==> config.mk <==
export PLATFORM = sky130hd
export DESIGN_NAME = wave_synth_flat
export DESIGN_NICKNAME = d
export VERILOG_FILES = /design/src/rtl/wave_synth_pkg.sv /design/src/rtl/wave_synth_if.sv /design/src/rtl/wave_synth_sample_divider.sv /design/src/rtl/wave_synth.sv /design/src/flat_wrapper.sv
export SDC_FILE = /design/constraint.sdc
export NUM_CORES = 1
export LEC_CHECK = 0
export ABC_CLOCK_PERIOD_IN_PS = 5500
export BUFFER_PORTS_ARGS = -buffer_cell sky130_fd_sc_hd__buf_2
export CORE_UTILIZATION = 40
export CTS_BUF_LIST = sky130_fd_sc_hd__clkbuf_4 sky130_fd_sc_hd__clkbuf_8
export CTS_CLUSTER_SIZE = 25
export DETAILED_ROUTE_END_ITERATION = 7
export PLACE_DENSITY = 0.61
export SLEW_MARGIN = 30
export SYNTH_ARGS = -nofsm -noshare
export SYNTH_HDL_FRONTEND = slang
export SYNTH_SLANG_ARGS = --single-unit
==> constraint.sdc <==
create_clock -name clk -period 5.5 [get_ports clk]
set_input_delay 0.275 -clock clk [delete_from_list [all_inputs] [get_ports clk]]
set_output_delay 0.275 -clock clk [all_outputs]
set_load 0.01 [all_outputs]
==> src/rtl/wave_synth_pkg.sv <==
// Shared types, constants and saturating arithmetic for the wave_synth test-signal generator.
package wave_pkg;

  localparam int DW    = 12;
  localparam int DIV_W = 16;
  localparam logic [DW-1:0] FULL_SCALE = '1;

  typedef enum logic [1:0] {
    TRI = 2'd0,
    SQR = 2'd1,
    SAW = 2'd2,
    DC  = 2'd3
  } shape_t;

  typedef enum logic [2:0] {
    IDLE,
    RISE,
    FALL,
    WRAP,
    HOLD
  } state_t;

  // Amplitude only matters when bounds are computed, so the running set omits it.
  typedef struct packed {
    logic [DW-1:0]    mean;
    logic [DW-1:0]    step;
    logic [DIV_W-1:0] div;
    shape_t           shape;
  } act_t;

  typedef struct packed {
    logic [DW-1:0] amp;
    act_t          run;
  } cfg_t;

  function automatic logic [DW-1:0] sat_add(input logic [DW-1:0] a,
                                            input logic [DW-1:0] b,
                                            input logic [DW-1:0] lim);
    logic [DW:0] s;
    s = {1'b0, a} + {1'b0, b};
    return (s > {1'b0, lim}) ? lim : s[DW-1:0];
  endfunction

  function automatic logic [DW-1:0] sat_sub(input logic [DW-1:0] a,
                                            input logic [DW-1:0] b,
                                            input logic [DW-1:0] floor_v);
    logic [DW:0] d;
    d = {1'b0, a} - {1'b0, b};
    if (d[DW] || (d[DW-1:0] < floor_v)) return floor_v;
    return d[DW-1:0];
  endfunction

endpackage

==> src/rtl/wave_synth_if.sv <==
// Configuration and sample-stream bundle between the wave_synth core and its user.
interface wave_synth_if #(
  parameter int DW    = 12,
  parameter int DIV_W = 16
);

  logic             enable;
  logic             cfg_load;
  logic [DW-1:0]    cfg_amp;
  logic [DW-1:0]    cfg_mean;
  logic [DW-1:0]    cfg_step;
  logic [DIV_W-1:0] cfg_div;
  logic [1:0]       cfg_shape;

  logic [DW-1:0]    data_out;
  logic             sample_tick;
  logic             cycle_done;
  logic             cfg_pending;
  logic [DW-1:0]    hi_lvl;
  logic [DW-1:0]    lo_lvl;

  modport master (
    output enable, cfg_load, cfg_amp, cfg_mean, cfg_step, cfg_div, cfg_shape,
    input  data_out, sample_tick, cycle_done, cfg_pending, hi_lvl, lo_lvl
  );

  modport slave (
    input  enable, cfg_load, cfg_amp, cfg_mean, cfg_step, cfg_div, cfg_shape,
    output data_out, sample_tick, cycle_done, cfg_pending, hi_lvl, lo_lvl
  );

endinterface

==> src/rtl/wave_synth_sample_divider.sv <==
// Sample-rate divider: one tick every i_div+1 clocks while enabled, count parked at 0 otherwise.
module sample_divider #(
  parameter int DIV_W = 16
) (
  input  logic             clk,
  input  logic             rst_n,
  input  logic             i_enable,
  input  logic [DIV_W-1:0] i_div,
  output logic             o_tick
);

  logic [DIV_W-1:0] r_cnt;

  // >= rather than == so a divider shortened mid-count cannot run through the full counter range.
  assign o_tick = i_enable && (r_cnt >= i_div);

  always_ff @(posedge clk or negedge rst_n) begin
    if (!rst_n) begin
      r_cnt <= '0;
    end else if (!i_enable || o_tick) begin
      r_cnt <= '0;
    end else begin
      r_cnt <= r_cnt + 1'b1;
    end
  end

endmodule

==> src/rtl/wave_synth.sv <==
// Triangle/square/sawtooth/DC test-signal generator with shadowed configuration that
// only takes effect at a period boundary, so the output never glitches mid-period.
module wave_synth #(
  parameter int DW       = 12,
  parameter int DIV_W    = 16,
  parameter int CLK_FREQ = 1000000
) (
  input  logic         clk,
  input  logic         rst_n,
  wave_synth_if.slave  bus
);

  import wave_pkg::*;

  if (CLK_FREQ <= 0 || DW != wave_pkg::DW || DIV_W != wave_pkg::DIV_W) begin : g_bad_params
    $error("wave_synth: DW/DIV_W must match wave_pkg and CLK_FREQ must be positive");
  end

  state_t        r_state, w_state;
  cfg_t          r_shadow, w_shadow;
  act_t          r_active, w_active;
  logic          r_pending, w_pending;
  logic [DW-1:0] r_acc, w_acc;
  logic [DW-1:0] r_data, w_data;
  logic [DW-1:0] r_hi, w_hi;
  logic [DW-1:0] r_lo, w_lo;
  logic          r_stick, w_stick;
  logic          r_done, w_done;
  logic          w_boundary;

  cfg_t          w_cfg_in;
  logic [DW-1:0] w_in_hi, w_in_lo, w_sh_hi, w_sh_lo, w_step;
  logic          w_tick;

  assign w_cfg_in = {bus.cfg_amp, bus.cfg_mean, bus.cfg_step, bus.cfg_div, bus.cfg_shape};

  // Bounds for both possible load sources are precomputed so a load and its bounds land together.
  assign w_in_hi = sat_add(w_cfg_in.run.mean, w_cfg_in.amp, FULL_SCALE);
  assign w_in_lo = sat_sub(w_cfg_in.run.mean, w_cfg_in.amp, '0);
  assign w_sh_hi = sat_add(r_shadow.run.mean, r_shadow.amp, FULL_SCALE);
  assign w_sh_lo = sat_sub(r_shadow.run.mean, r_shadow.amp, '0);
  assign w_step  = (r_active.step == '0) ? DW'(1) : r_active.step;

  sample_divider #(.DIV_W(DIV_W)) u_div (
    .clk      (clk),
    .rst_n    (rst_n),
    .i_enable (bus.enable),
    .i_div    (r_active.div),
    .o_tick   (w_tick)
  );

  always_comb begin
    w_state    = r_state;
    w_shadow   = r_shadow;
    w_active   = r_active;
    w_pending  = r_pending;
    w_acc      = r_acc;
    w_data     = r_data;
    w_hi       = r_hi;
    w_lo       = r_lo;
    w_stick    = 1'b0;
    w_done     = 1'b0;
    w_boundary = 1'b0;

    if (bus.cfg_load) w_shadow = w_cfg_in;

    if (!bus.enable || r_state == IDLE) begin
      // Nothing is being generated yet, so configuration goes straight to the active set.
      w_state = IDLE;
      if (bus.cfg_load) begin
        w_active  = w_cfg_in.run;
        w_hi      = w_in_hi;
        w_lo      = w_in_lo;
        w_pending = 1'b0;
      end else if (r_pending) begin
        w_active  = r_shadow.run;
        w_hi      = w_sh_hi;
        w_lo      = w_sh_lo;
        w_pending = 1'b0;
      end
      w_data = w_lo;
      w_acc  = w_lo;
      if (bus.enable && w_tick) begin
        w_stick = 1'b1;
        w_state = ((w_hi == w_lo) || (w_active.shape == DC)) ? HOLD : RISE;
      end
    end else begin
      case (r_state)
        RISE: if (w_tick) begin
          w_stick = 1'b1;
          w_acc   = sat_add(r_acc, w_step, r_hi);
          w_data  = (r_active.shape == SQR) ? r_hi : w_acc;
          if (w_acc == r_hi) w_state = (r_active.shape == SAW) ? WRAP : FALL;
        end
        FALL: if (w_tick) begin
          w_stick = 1'b1;
          w_acc   = sat_sub(r_acc, w_step, r_lo);
          w_data  = (r_active.shape == SQR) ? r_lo : w_acc;
          if (w_acc == r_lo) begin
            w_done     = 1'b1;
            w_boundary = 1'b1;
          end
        end
        WRAP: if (w_tick) begin
          w_stick    = 1'b1;
          w_data     = r_lo;
          w_done     = 1'b1;
          w_boundary = 1'b1;
        end
        HOLD: if (w_tick) begin
          w_stick = 1'b1;
          if (r_pending) begin
            w_active  = r_shadow.run;
            w_hi      = w_sh_hi;
            w_lo      = w_sh_lo;
            w_pending = 1'b0;
          end
          if ((w_hi == w_lo) || (w_active.shape == DC)) begin
            w_data = w_active.mean;
          end else begin
            w_data  = w_lo;
            w_acc   = w_lo;
            w_state = RISE;
          end
        end
        default: w_state = IDLE;
      endcase

      if (w_boundary) begin
        if (r_pending) begin
          w_active  = r_shadow.run;
          w_hi      = w_sh_hi;
          w_lo      = w_sh_lo;
          w_pending = 1'b0;
        end
        w_acc   = w_lo;
        w_state = ((w_hi == w_lo) || (w_active.shape == DC)) ? HOLD : RISE;
      end

      // A load coinciding with a boundary stays pending for the following period.
      if (bus.cfg_load) w_pending = 1'b1;
    end
  end

  always_ff @(posedge clk or negedge rst_n) begin
    if (!rst_n) begin
      r_state   <= IDLE;
      r_shadow  <= '0;
      r_active  <= '0;
      r_pending <= 1'b0;
      r_acc     <= '0;
      r_data    <= '0;
      r_hi      <= '0;
      r_lo      <= '0;
      r_stick   <= 1'b0;
      r_done    <= 1'b0;
    end else begin
      r_state   <= w_state;
      r_shadow  <= w_shadow;
      r_active  <= w_active;
      r_pending <= w_pending;
      r_acc     <= w_acc;
      r_data    <= w_data;
      r_hi      <= w_hi;
      r_lo      <= w_lo;
      r_stick   <= w_stick;
      r_done    <= w_done;
    end
  end

  assign bus.data_out    = r_data;
  assign bus.sample_tick = r_stick;
  assign bus.cycle_done  = r_done;
  assign bus.cfg_pending = r_pending;
  assign bus.hi_lvl      = r_hi;
  assign bus.lo_lvl      = r_lo;

endmodule

==> src/flat_wrapper.sv <==
// flat-port wrapper written by rule: the top's interface ports become plain ports
module wave_synth_flat import wave_pkg::*;
#(
  parameter int DW       = 12,
  parameter int DIV_W    = 16,
  parameter int CLK_FREQ = 1000000
)
  (clk, rst_n, bus_enable, bus_cfg_load, bus_cfg_amp, bus_cfg_mean, bus_cfg_step, bus_cfg_div, bus_cfg_shape, bus_data_out, bus_sample_tick, bus_cycle_done, bus_cfg_pending, bus_hi_lvl, bus_lo_lvl);
  wave_synth_if #(.DW(DW), .DIV_W(DIV_W)) bus_i ();
  input  logic clk;
  input  logic rst_n;
  input wire logic [$bits(bus_i.enable)-1:0] bus_enable;
  input wire logic [$bits(bus_i.cfg_load)-1:0] bus_cfg_load;
  input wire logic [$bits(bus_i.cfg_amp)-1:0] bus_cfg_amp;
  input wire logic [$bits(bus_i.cfg_mean)-1:0] bus_cfg_mean;
  input wire logic [$bits(bus_i.cfg_step)-1:0] bus_cfg_step;
  input wire logic [$bits(bus_i.cfg_div)-1:0] bus_cfg_div;
  input wire logic [$bits(bus_i.cfg_shape)-1:0] bus_cfg_shape;
  output wire logic [$bits(bus_i.data_out)-1:0] bus_data_out;
  output wire logic [$bits(bus_i.sample_tick)-1:0] bus_sample_tick;
  output wire logic [$bits(bus_i.cycle_done)-1:0] bus_cycle_done;
  output wire logic [$bits(bus_i.cfg_pending)-1:0] bus_cfg_pending;
  output wire logic [$bits(bus_i.hi_lvl)-1:0] bus_hi_lvl;
  output wire logic [$bits(bus_i.lo_lvl)-1:0] bus_lo_lvl;
  assign bus_i.enable = bus_enable;
  assign bus_i.cfg_load = bus_cfg_load;
  assign bus_i.cfg_amp = bus_cfg_amp;
  assign bus_i.cfg_mean = bus_cfg_mean;
  assign bus_i.cfg_step = bus_cfg_step;
  assign bus_i.cfg_div = bus_cfg_div;
  assign bus_i.cfg_shape = bus_cfg_shape;
  assign bus_data_out = bus_i.data_out;
  assign bus_sample_tick = bus_i.sample_tick;
  assign bus_cycle_done = bus_i.cycle_done;
  assign bus_cfg_pending = bus_i.cfg_pending;
  assign bus_hi_lvl = bus_i.hi_lvl;
  assign bus_lo_lvl = bus_i.lo_lvl;
  wave_synth #(.DW(DW), .DIV_W(DIV_W), .CLK_FREQ(CLK_FREQ)) u_core (.clk(clk), .rst_n(rst_n), .bus(bus_i));
endmodule
== Word-level counts from Yosys, hierarchy flattened ==
Cells that the tools add are included.

* Register bits: 166
* Bits in latches: 0
* RAM bits: 0
* ROM bits: 0
* Input port bits: 58
* Output and inout bits: 39
* Logic and storage cells: 177
* Memories: 0

* $add $sub $neg: 7
* Multipliers: 0
* Div/mod/pow operators: 0
* Magnitude comparators: 7
* Equal/unequal tests: 24
* Shift-type cells: 0
* Multiplexer cells: 101
* Bitwise operators: 0
* Reduce and logical (&&, ||, !) cells: 20

{| class="wikitable"
|+ Operator list
! operator !! count
|-
| two-way mux 12 bit || 53
|-
| two-way mux 42 bit || 13
|-
| equality test 12 bit || 5
|-
| case mux 12 bit (4 select lines) || 1
|-
| adder 12 x 12 -> 13 bit || 3
|-
| subtractor 12 x 12 -> 13 bit || 3
|-
| case mux 12 bit (3 select lines) || 1
|-
| two-way mux 3 bit || 9
|-
| > comparator 13 x 12 -> 1 bit (second input constant) || 2
|-
| less-than comparator 12 x 1 -> 1 bit (second input constant) || 2
|-
| two-way mux 1 bit || 21
|-
| adder 16 x 1 -> 16 bit (second input constant) || 1
|-
| >= comparator 16 bit || 1
|-
| two-way mux 16 bit || 1
|-
| AND reduction 5 bit || 3
|-
| > comparator 13 x 12 -> 1 bit || 1
|-
| zero test 12 bit || 1
|-
| less-than comparator 12 bit || 1
|-
| inequality test 3 x 2 -> 1 bit (second input constant) || 4
|-
| inequality test 4 x 2 -> 1 bit (second input constant) || 3
|-
| nonzero test 5 bit || 2
|-
| case mux 3 bit (3 select lines) || 1
|-
| equality test 2 bit (second input constant) || 4
|-
| logical OR 1 bit || 8
|-
| other kinds (13) || 15
|}

== Longest topological paths before layout ==
Gate-level depths: netlist (run 1).

* Depth after elaboration: 25
* Gate-level depth with buffers: 24
* Mapped depth without buffers: 22

== Hierarchy ==
A second synthesis (run 1) with hierarchy kept.

* Cells, all modules: 1798
* Area, all modules: 15169.5 sq um

{| class="wikitable"
|+ By module, submodules not included
! module !! instances !! cells an instance !! area an instance (sq um) !! sequential area each (sq um)
|-
| wave_synth || 1 || 1671 || 13987.2 || 3753.6
|-
| sample_divider || 1 || 127 || 1182.4 || 400.4
|}

== Least setup slack after synthesis (run 1) ==
OpenSTA, ideal clock, no wires.

* Kind: register -> register
* Start: reg with a tool-made name
* End: reg u_core.r_acc[3]
* Setup time: 0.127 ns
* Arrival time: 4.717 ns
* Data required time: 5.373 ns
* Path slack: 0.655 ns
* Stages on the path, launching flop included: 24
* Buffers on the path: 2
* Clock period less this slack: 4.845 ns
* Cells stage by stage: dfrtp_1 -> nor4_1 -> a31o_2 -> ha_1 -> fa_1 -> nand2b_1 -> a221o_1 -> a211oi_1 -> o311a_1 -> nor2_1 -> xnor2_1 -> ha_1 -> and3_1 -> o2111ai_1 -> a21oi_1 -> o211ai_1 -> nand2_1 -> or2_2 -> buf_2 -> buf_1 -> o21ai_0 -> o22a_1 -> o221ai_1 -> mux2_1

{| class="wikitable"
|+ RTL lines
! element !! line !! text
|-
| to (signal assigned) || wave_synth.sv:162 || <nowiki>r_acc <= w_acc;</nowiki>
|-
| to (decl) || wave_synth.sv:23 || <nowiki>logic [DW-1:0] r_acc, w_acc;</nowiki>
|}

==> results of run 1 <==
-- report_power, final --
| group | total [mW] | internal [mW] | switching (mW) |
|---|---|---|---|
| registers | 1.53 | 1.34 | 0.187 |
| clock network | 0.970 | 0.416 | 0.554 |
| logic | 2.28 | 0.929 | 1.35 |
-- area by class of cell --
class,instances,area [um2]
Fill cell,3641,20000
Tap cell,504,631
Sequential cell,166,4160
Inverter,118,444
Multi-Input combinational cell,1380,10000
Clock inverter,14,168
Timing Repair Buffer,175,1200
Clock buffer,17,234
-- through the flow --
| step | setup WS, ps | setup TNS (ps) | util |
|---|---|---|---|
| after floorplan | 655 | 0 | - |
| after global placement | 219 | 0 | 0.435 |
| after detailed placement | 83.1 | 0 | 0.436 |
| after CTS | 57.3 | 0 | 0.457 |
| after global routing | -36.1 | -65.3 | 0.457 |
| final | 214 | 0 | 0.457 |
-- layer usage --
metal  global-route usage  vias to the layer above  routed length, um  part of all wire
li1                     -                     6683                  -                 -
met1                0.387                     7060              24100              0.45
met2                0.430                      558              23900              0.45
met3               0.0407                       98               3390             0.064
met4                0.103                        0               1660             0.031
met5                    0                        -                  0                 0
-- logic make-up (layout without fill, tap and decap cells) --
logic type	Yosys count	after routing
DFF	166	166
adders and majority gates	119	119
xor gates and xnor gates	90	90
AOI/OAI and AO/OA	574	574
buffers and inverters	231	324
and+or+nand+nor	478	478
muxes	119	119
-- timing repair --
item                                    4_1_cts  5_1_grt
buffers inserted                              0        0
gates resized for setup                       0        6
hold buffers                                 37        0
endpoints found under the setup margin        0       29
hold endpoints to repair                     91        0
-- cells in the final DEF, fill, tap and decap left out, drive strengths merged, types with 7 or more instances in the layout --
cell / count
a211oi: 27
a21o: 29
a21oi: 134
a221o: 34
a221oi: 12
a22oi: 11
a2bb2oi: 13
a31oi: 14
a32oi: 8
and3: 11
buf: 138
clkbuf: 17
dfrtp: 166
dlygate4sd3: 37
ha: 113
inv: 124
mux2: 55
mux2i: 64
nand2: 91
nand2b: 27
nand3: 31
nand4: 9
nor2: 182
nor2b: 29
nor3: 36
nor4: 12
o2111ai: 7
o211a: 8
o211ai: 16
o21a: 12
o21ai: 117
o221ai: 12
o22ai: 33
o31ai: 10
or2: 9
or3: 12
xnor2: 65
xor2: 23
-- worst paths after layout --
check,endpoint,slack (ps),depth (start not counted)
min reg2reg,u_core.bus.data_out[2]$_DFFE_PN0P_,500,2
max,u_core.r_acc[10]$_DFFE_PN0P_,210,22
min in group asynchronous,u_core.r_shadow[4]$_DFFE_PN0P_,290,2
max in group asynchronous,u_core.r_shadow[23]$_DFFE_PN0P_,4140,3
max reg2reg,u_core.r_acc[10]$_DFFE_PN0P_,210,22
min,u_core.r_shadow[37]$_DFFE_PN0P_,40,2
-- cells in the mapped netlist (all sizes together) (27+ instances only) --
cell	n	area, um2
clkbuf	70	265
a221o	34	340
nand2b	27	169
o22ai	33	206
inv	117	439
o21ai	117	586
dfrtp	166	4150
buf	43	259
a21o	29	218
mux2i	64	641
xnor2	65	577
a211oi	27	218
nor2	182	688
a21oi	134	671
nand2	91	344
nor3	36	185
nor2b	29	181
nand3	31	173
ha	113	1410
mux2	55	619
-- critical path: cells and delay by family, from the launching register on --
kind            cells  cell delay (ps)
simple gates        6             1200
fa+ha+maj           3              990
xor+xnor            1              210
compound gates     12             2310
flops               1              450
==> results.toml, run 1 <==
[synth]
yosysWarnings = 0
yosys.area_share.adder = 0.102
synthesis.area_um2 = 15100
synth-seq-cells = 166
synthesis.nets = 1954
synth.area.mux_share = 0.0834
synth_seq_area_share = 0.275
synth_edf_count = 0
synth.avg_cell_area_um2 = 8.50
yosys.area_share.simple = 0.154
synth_compound_area_frac = 0.268
synth_ff_type = "dfrtp_1"
synthXorXnorAreaFrac = 0.0545
synth_top_family_by_area = "compound AO/OA/AOI/OAI gates"
async_flop_share = 1.00
yosysUniqueCellTypes = 101
syn-instance-count = 1777

[floorplan]
initial_core_util = 0.410
rows = 70
fp.dieArea_um2 = 38600
dieWidth_um = 196
die_h_um = 196
ios = 97
core-area_um2 = 36900

[setup_path]
critical-path-slowest-cell = "fa_1"
cpMostUsedCell = "a21oi_1"
worstPathMaxFanout = 8
critPathLaunchType = "flip-flop"
arrival_ps = 5690
crit_required_ps = 5900
critPathKind = "reg2reg"
worstPathCellList = "nor3_1 > a31o_2 > ha_1 > fa_1 > nand2b_1 > a221o_1 > a211oi_2 > o311a_1 > nor2_1 > xnor2_2 > ha_1 > and3_1 > o2111ai_1 > a21oi_1 > o211ai_1 > nand2_1 > or2_2 > o21ai_0 > a21oi_1 > a31oi_1 > a21oi_1 > o31a_1"
slowest_delay_ps = 470
worstSetupEndpointType = "flip-flop"

[clock_network]
ctsLongestPathBuffers = 2
h-tree-depth = 4
clk_latency_ps = 520
cts-root-buf = "clkbuf_8"
numCtsBuffers = 17
cts_tree = "done"
path_clk_slew_ps = 110
cts_num_sinks = 166

[sta]
tightest_slew_ps = 1010
hold_slack_ps = 38.3
finalSetupViolations = 0
fin_crit_ps = 5290
period_share = 0.961
max_freq_mhz = 189
max_slew_margin = 0.317
finalMaxSlewViolations = 0
hold_violations = 0
skew_ps = 18.3

[routing]
drt-total-wl_um = 53100
ant_nets = 0
drt_iter0_drc = 1296
first_pass_iters = 5
wl_per_cell_um = 22.4
via_per_inst = 6.07
remaining_drc_errors = 0
vias = 14399

[flow_run]
maxCapViolCount = 0

[finish]
layout.nets = 2035
stdcell_count = 2374
area.growth.synth_to_final_pct = 11.6
finalInstanceArea_um2 = 16900
diodes = 0
drive_above_1_share = 0.149

[placement]
place_area_um2 = 16100
port_buffers = 96
dp.cells = 2306
hpwl_um = 40300
gp_congestion = 1.01

[global_routing]
grt_usage = 0.276
grt_pass1_wl_um = 81500
grt_start_max_net_pins = 69
grt.overflow.total = 0
first_global_vias = 13712
grt_antenna_before_repair = 0

[power]
cellLeakagePower_nw = 7.55
total_power_mw = 4.77
ir_drop_uv = 199
powerDensity_nw_per_um2 = 283

[run_status]
outcome = "finished clean"

[min_path]
min_from = "bus_cfg_mean[7]"
hold_class = "in2reg"
Note: power is estimated with default switching activity, not from simulation.
==> inputs of run 2 (changes only) <==
--- a/config.mk
+++ b/config.mk
@@ -5,13 +5,14 @@
 export SDC_FILE = /design/constraint.sdc
 export NUM_CORES = 1
 export LEC_CHECK = 0
-export ABC_CLOCK_PERIOD_IN_PS = 5500
+export ABC_AREA = 1
+export ABC_CLOCK_PERIOD_IN_PS = 4240
 export BUFFER_PORTS_ARGS = -buffer_cell sky130_fd_sc_hd__buf_2
-export CORE_UTILIZATION = 40
+export CORE_UTILIZATION = 58
 export CTS_BUF_LIST = sky130_fd_sc_hd__clkbuf_4 sky130_fd_sc_hd__clkbuf_8
 export CTS_CLUSTER_SIZE = 25
 export DETAILED_ROUTE_END_ITERATION = 7
-export PLACE_DENSITY = 0.61
+export PLACE_DENSITY = 0.85
 export SLEW_MARGIN = 30
 export SYNTH_ARGS = -nofsm -noshare
 export SYNTH_HDL_FRONTEND = slang
==> constraint.sdc (replaced) <==
create_clock -name clk -period 4.24 [get_ports clk]
set_input_delay 0.212 -clock clk [delete_from_list [all_inputs] [get_ports clk]]
set_output_delay 0.212 -clock clk [all_outputs]
set_load 0.01 [all_outputs]
==> run 2 against run 1 <==
Compared with the run above: the run now ends with design-rule violations, negative setup slack left; register-to-register slack got worse by 760 ps; non-clock buffer count rose by 169; sequential power rose by 24%; sequential share of layout area down 3.3 points; critical path type unchanged; largest power group unchanged.
==> results.toml, run 2 <==
[routing]
via_per_inst = 6.21
remaining_drc_errors = 2
drt_iter0_drc = 3413
vias = 19407
drt-total-wl_um = 65800
first_pass_iters = 8
ant_nets = 0
wl_per_cell_um = 21.1

[sta]
finalMaxSlewViolations = 0
fin_crit_ps = 4790
max_slew_margin = 0.335
finalSetupViolations = 95
rsz0062_at_grt = "true"
hold_violations = 0
tightest_slew_ps = 991
setup_slack_ps = -551
hold_slack_ps = 8.03
period_share = 1.13
max_freq_mhz = 209
skew_ps = 21.3

[global_routing]
grt.busiest_layer = "met2"
grt_pass1_wl_um = 100000
use_met2 = 0.695
grt_usage = 0.467
grtUsageMet1 = 0.638
grt.overflow.total = 0
first_global_vias = 17872
globalRouteMet3Util = 0.131
grt_start_max_net_pins = 98
grt_antenna_before_repair = 0

[setup_path]
critical_path_buf_inv_count = 7
worstSetupEndpointType = "flip-flop"
slowest_delay_ps = 410
arrival_ps = 5210
critical-path-slowest-cell = "dfrtp_1"
path_delay_family = "simple AND/OR/NAND/NOR gates"
ff2ff_setup_slack_ps = -550
critPathLaunchType = "flip-flop"
worstPathMaxFanout = 8
critPathKind = "reg2reg"
cpMostUsedCell = "nand2_1"
crit_required_ps = 4660

[floorplan]
core-area_um2 = 26400
fp.dieArea_um2 = 27800
ios = 97
die_h_um = 167
dieWidth_um = 167
initial_core_util = 0.598
rows = 59

[placement]
port_buffers = 96
gp_congestion = 1.06
hpwl_um = 48600

[synth]
yosysMostFrequentCell = "nand2_1"
syn-instance-count = 2533
yosysUniqueCellTypes = 45
synth_edf_count = 0
synth.area.top_cells = "dfrtp_1 26%, nand2_1 18%, ha_1 9.0%"
synth_ff_type = "dfrtp_1"
synth-seq-cells = 166
synth_common_cells = "765 x nand2_1, 322 x inv_1, 237 x nor2_1, 219 x o21ai_0, 166 x dfrtp_1"
netlist.area_leader.share = 0.264
synthesis.nets = 2710
synthesis.area_um2 = 15800
yosysTopAreaCell = "dfrtp_1"
synth.avg_cell_area_um2 = 6.22
async_flop_share = 1.00
yosysWarnings = 0
synth_seq_area_share = 0.264

[clock_network]
h-tree-depth = 4
ctsLongestPathBuffers = 2
cts_num_sinks = 166
numCtsBuffers = 17
clk_latency_ps = 480
path_clk_slew_ps = 110
cts_tree = "done"
cts-root-buf = "clkbuf_8"

[finish]
nFillCells = 2096
diodes = 0
layout.nets = 2954
area.growth.synth_to_final_pct = 23.9
drive_above_1_share = 0.186
layout_common_cells = "741 x nand2_1, 312 x inv_1, 219 x nor2_1, 187 x buf_4, 174 x o21ai_0"
mostFrequentLayoutCell = "nand2_1"

[power]
ir_drop_uv = 271
cellLeakagePower_nw = 10.3
powerDensity_nw_per_um2 = 395
total_power_mw = 7.70

[min_path]
hold_class = "in2reg"
min_from = "bus_cfg_step[9]"

[flow_run]
maxCapViolCount = 0

[run_status]
violations = "design-rule violations, negative setup slack"
outcome = "complete, but fails checks"
[run 2: cell count changes after synthesis, sizes merged, moves of 62 or more]
cell / before / now
xnor2: 65 / 3
nand2: 91 / 770
nand3: 31 / 160
o21ai: 117 / 245
mux2i: 64 / 0
inv: 117 / 328
[run 2: final cells by class]
cell class / instances / area [um2] / share of cell area
clock buffer: 17 / 234 / 0.0120
clock inverter: 15 / 165 / 0.00846
inverter: 330 / 1260 / 0.0647
multi-input combinational: 1917 / 10600 / 0.542
sequential: 166 / 4160 / 0.213
tap: 335 / 419 / 0.0215
timing repair buffer: 344 / 2690 / 0.138
timing repair inverter: 1 / 8.76 / 0.000449
[run 2: through the flow]
| stage | instances | setup slack (ps) | area [um2] | utilization | TNS (ps) |
|---|---|---|---|---|---|
| CTS | 3109 | -306 | 19000 | 0.721 | -19110 |
| floorplan | 2533 | -54.1 | 15800 | - | -1310 |
| global route | 3125 | -754 | 19500 | 0.740 | -58720 |
| detailed placement | 3025 | -468 | 17600 | 0.669 | -33150 |
| global placement | 3025 | -366 | 17600 | 0.669 | -24410 |
| finish | 3125 | -551 | 19500 | 0.740 | -38460 |
[run 2: layer usage]
metal	vias to the layer above	routed length [um]
met5	-	0
met4	0	3410
met3	266	9130
met2	1529	27500
met1	8917	25800
li1	8695	-
[run 2: power by group]
part           switching (mW)  internal, mW  total (mW)
sequential              0.162          1.74        1.90
clock                   0.699         0.492        1.19
combinational            2.76          1.85        4.61
total                    3.62          4.08        7.70
[run 2: worst register-to-register path, delay by kind of cell, from the launching register on]
kind | cells | cell delay [ps]
AND/OR/NAND/NOR | 18 | 1960
adder cells (fa/ha/maj) | 3 | 900
buffers and inverters | 7 | 860
flip-flops | 1 | 410
AO/OA/AOI/OAI | 3 | 630
[run 2: final timing paths]
check,cells after the start,endpoint
min reg2reg,2,u_core.r_shadow[25]$_DFFE_PN0P_
max,31,flip-flop
min,3,u_core.r_shadow[27]$_DFFE_PN0P_
max reg2reg,31,flip-flop
max in group asynchronous,3,u_core.bus.lo_lvl[0]$_DFF_PN0_
min in group asynchronous,2,u_core.r_shadow[38]$_DFFE_PN0P_
[run 2: repair_timing]
action                     CTS  global route
hold buffers                30             0
buffers inserted            16            16
setup endpoints to repair   95            95
gates resized for setup    123           105
gates cloned                 6             1
pin swaps                   32            43
hold endpoints to repair   124             0
[run 2: kinds of logic after synthesis]
kind of cell / count (synthesis) / synth area share
adder cells (fa/ha/maj): 119 / 0.0974
AND/OR/NAND/NOR: 1245 / 0.324
XOR/XNOR: 30 / 0.0167
flip-flops: 166 / 0.264
AO/OA/AOI/OAI: 523 / 0.186
buffers and inverters: 450 / 0.112
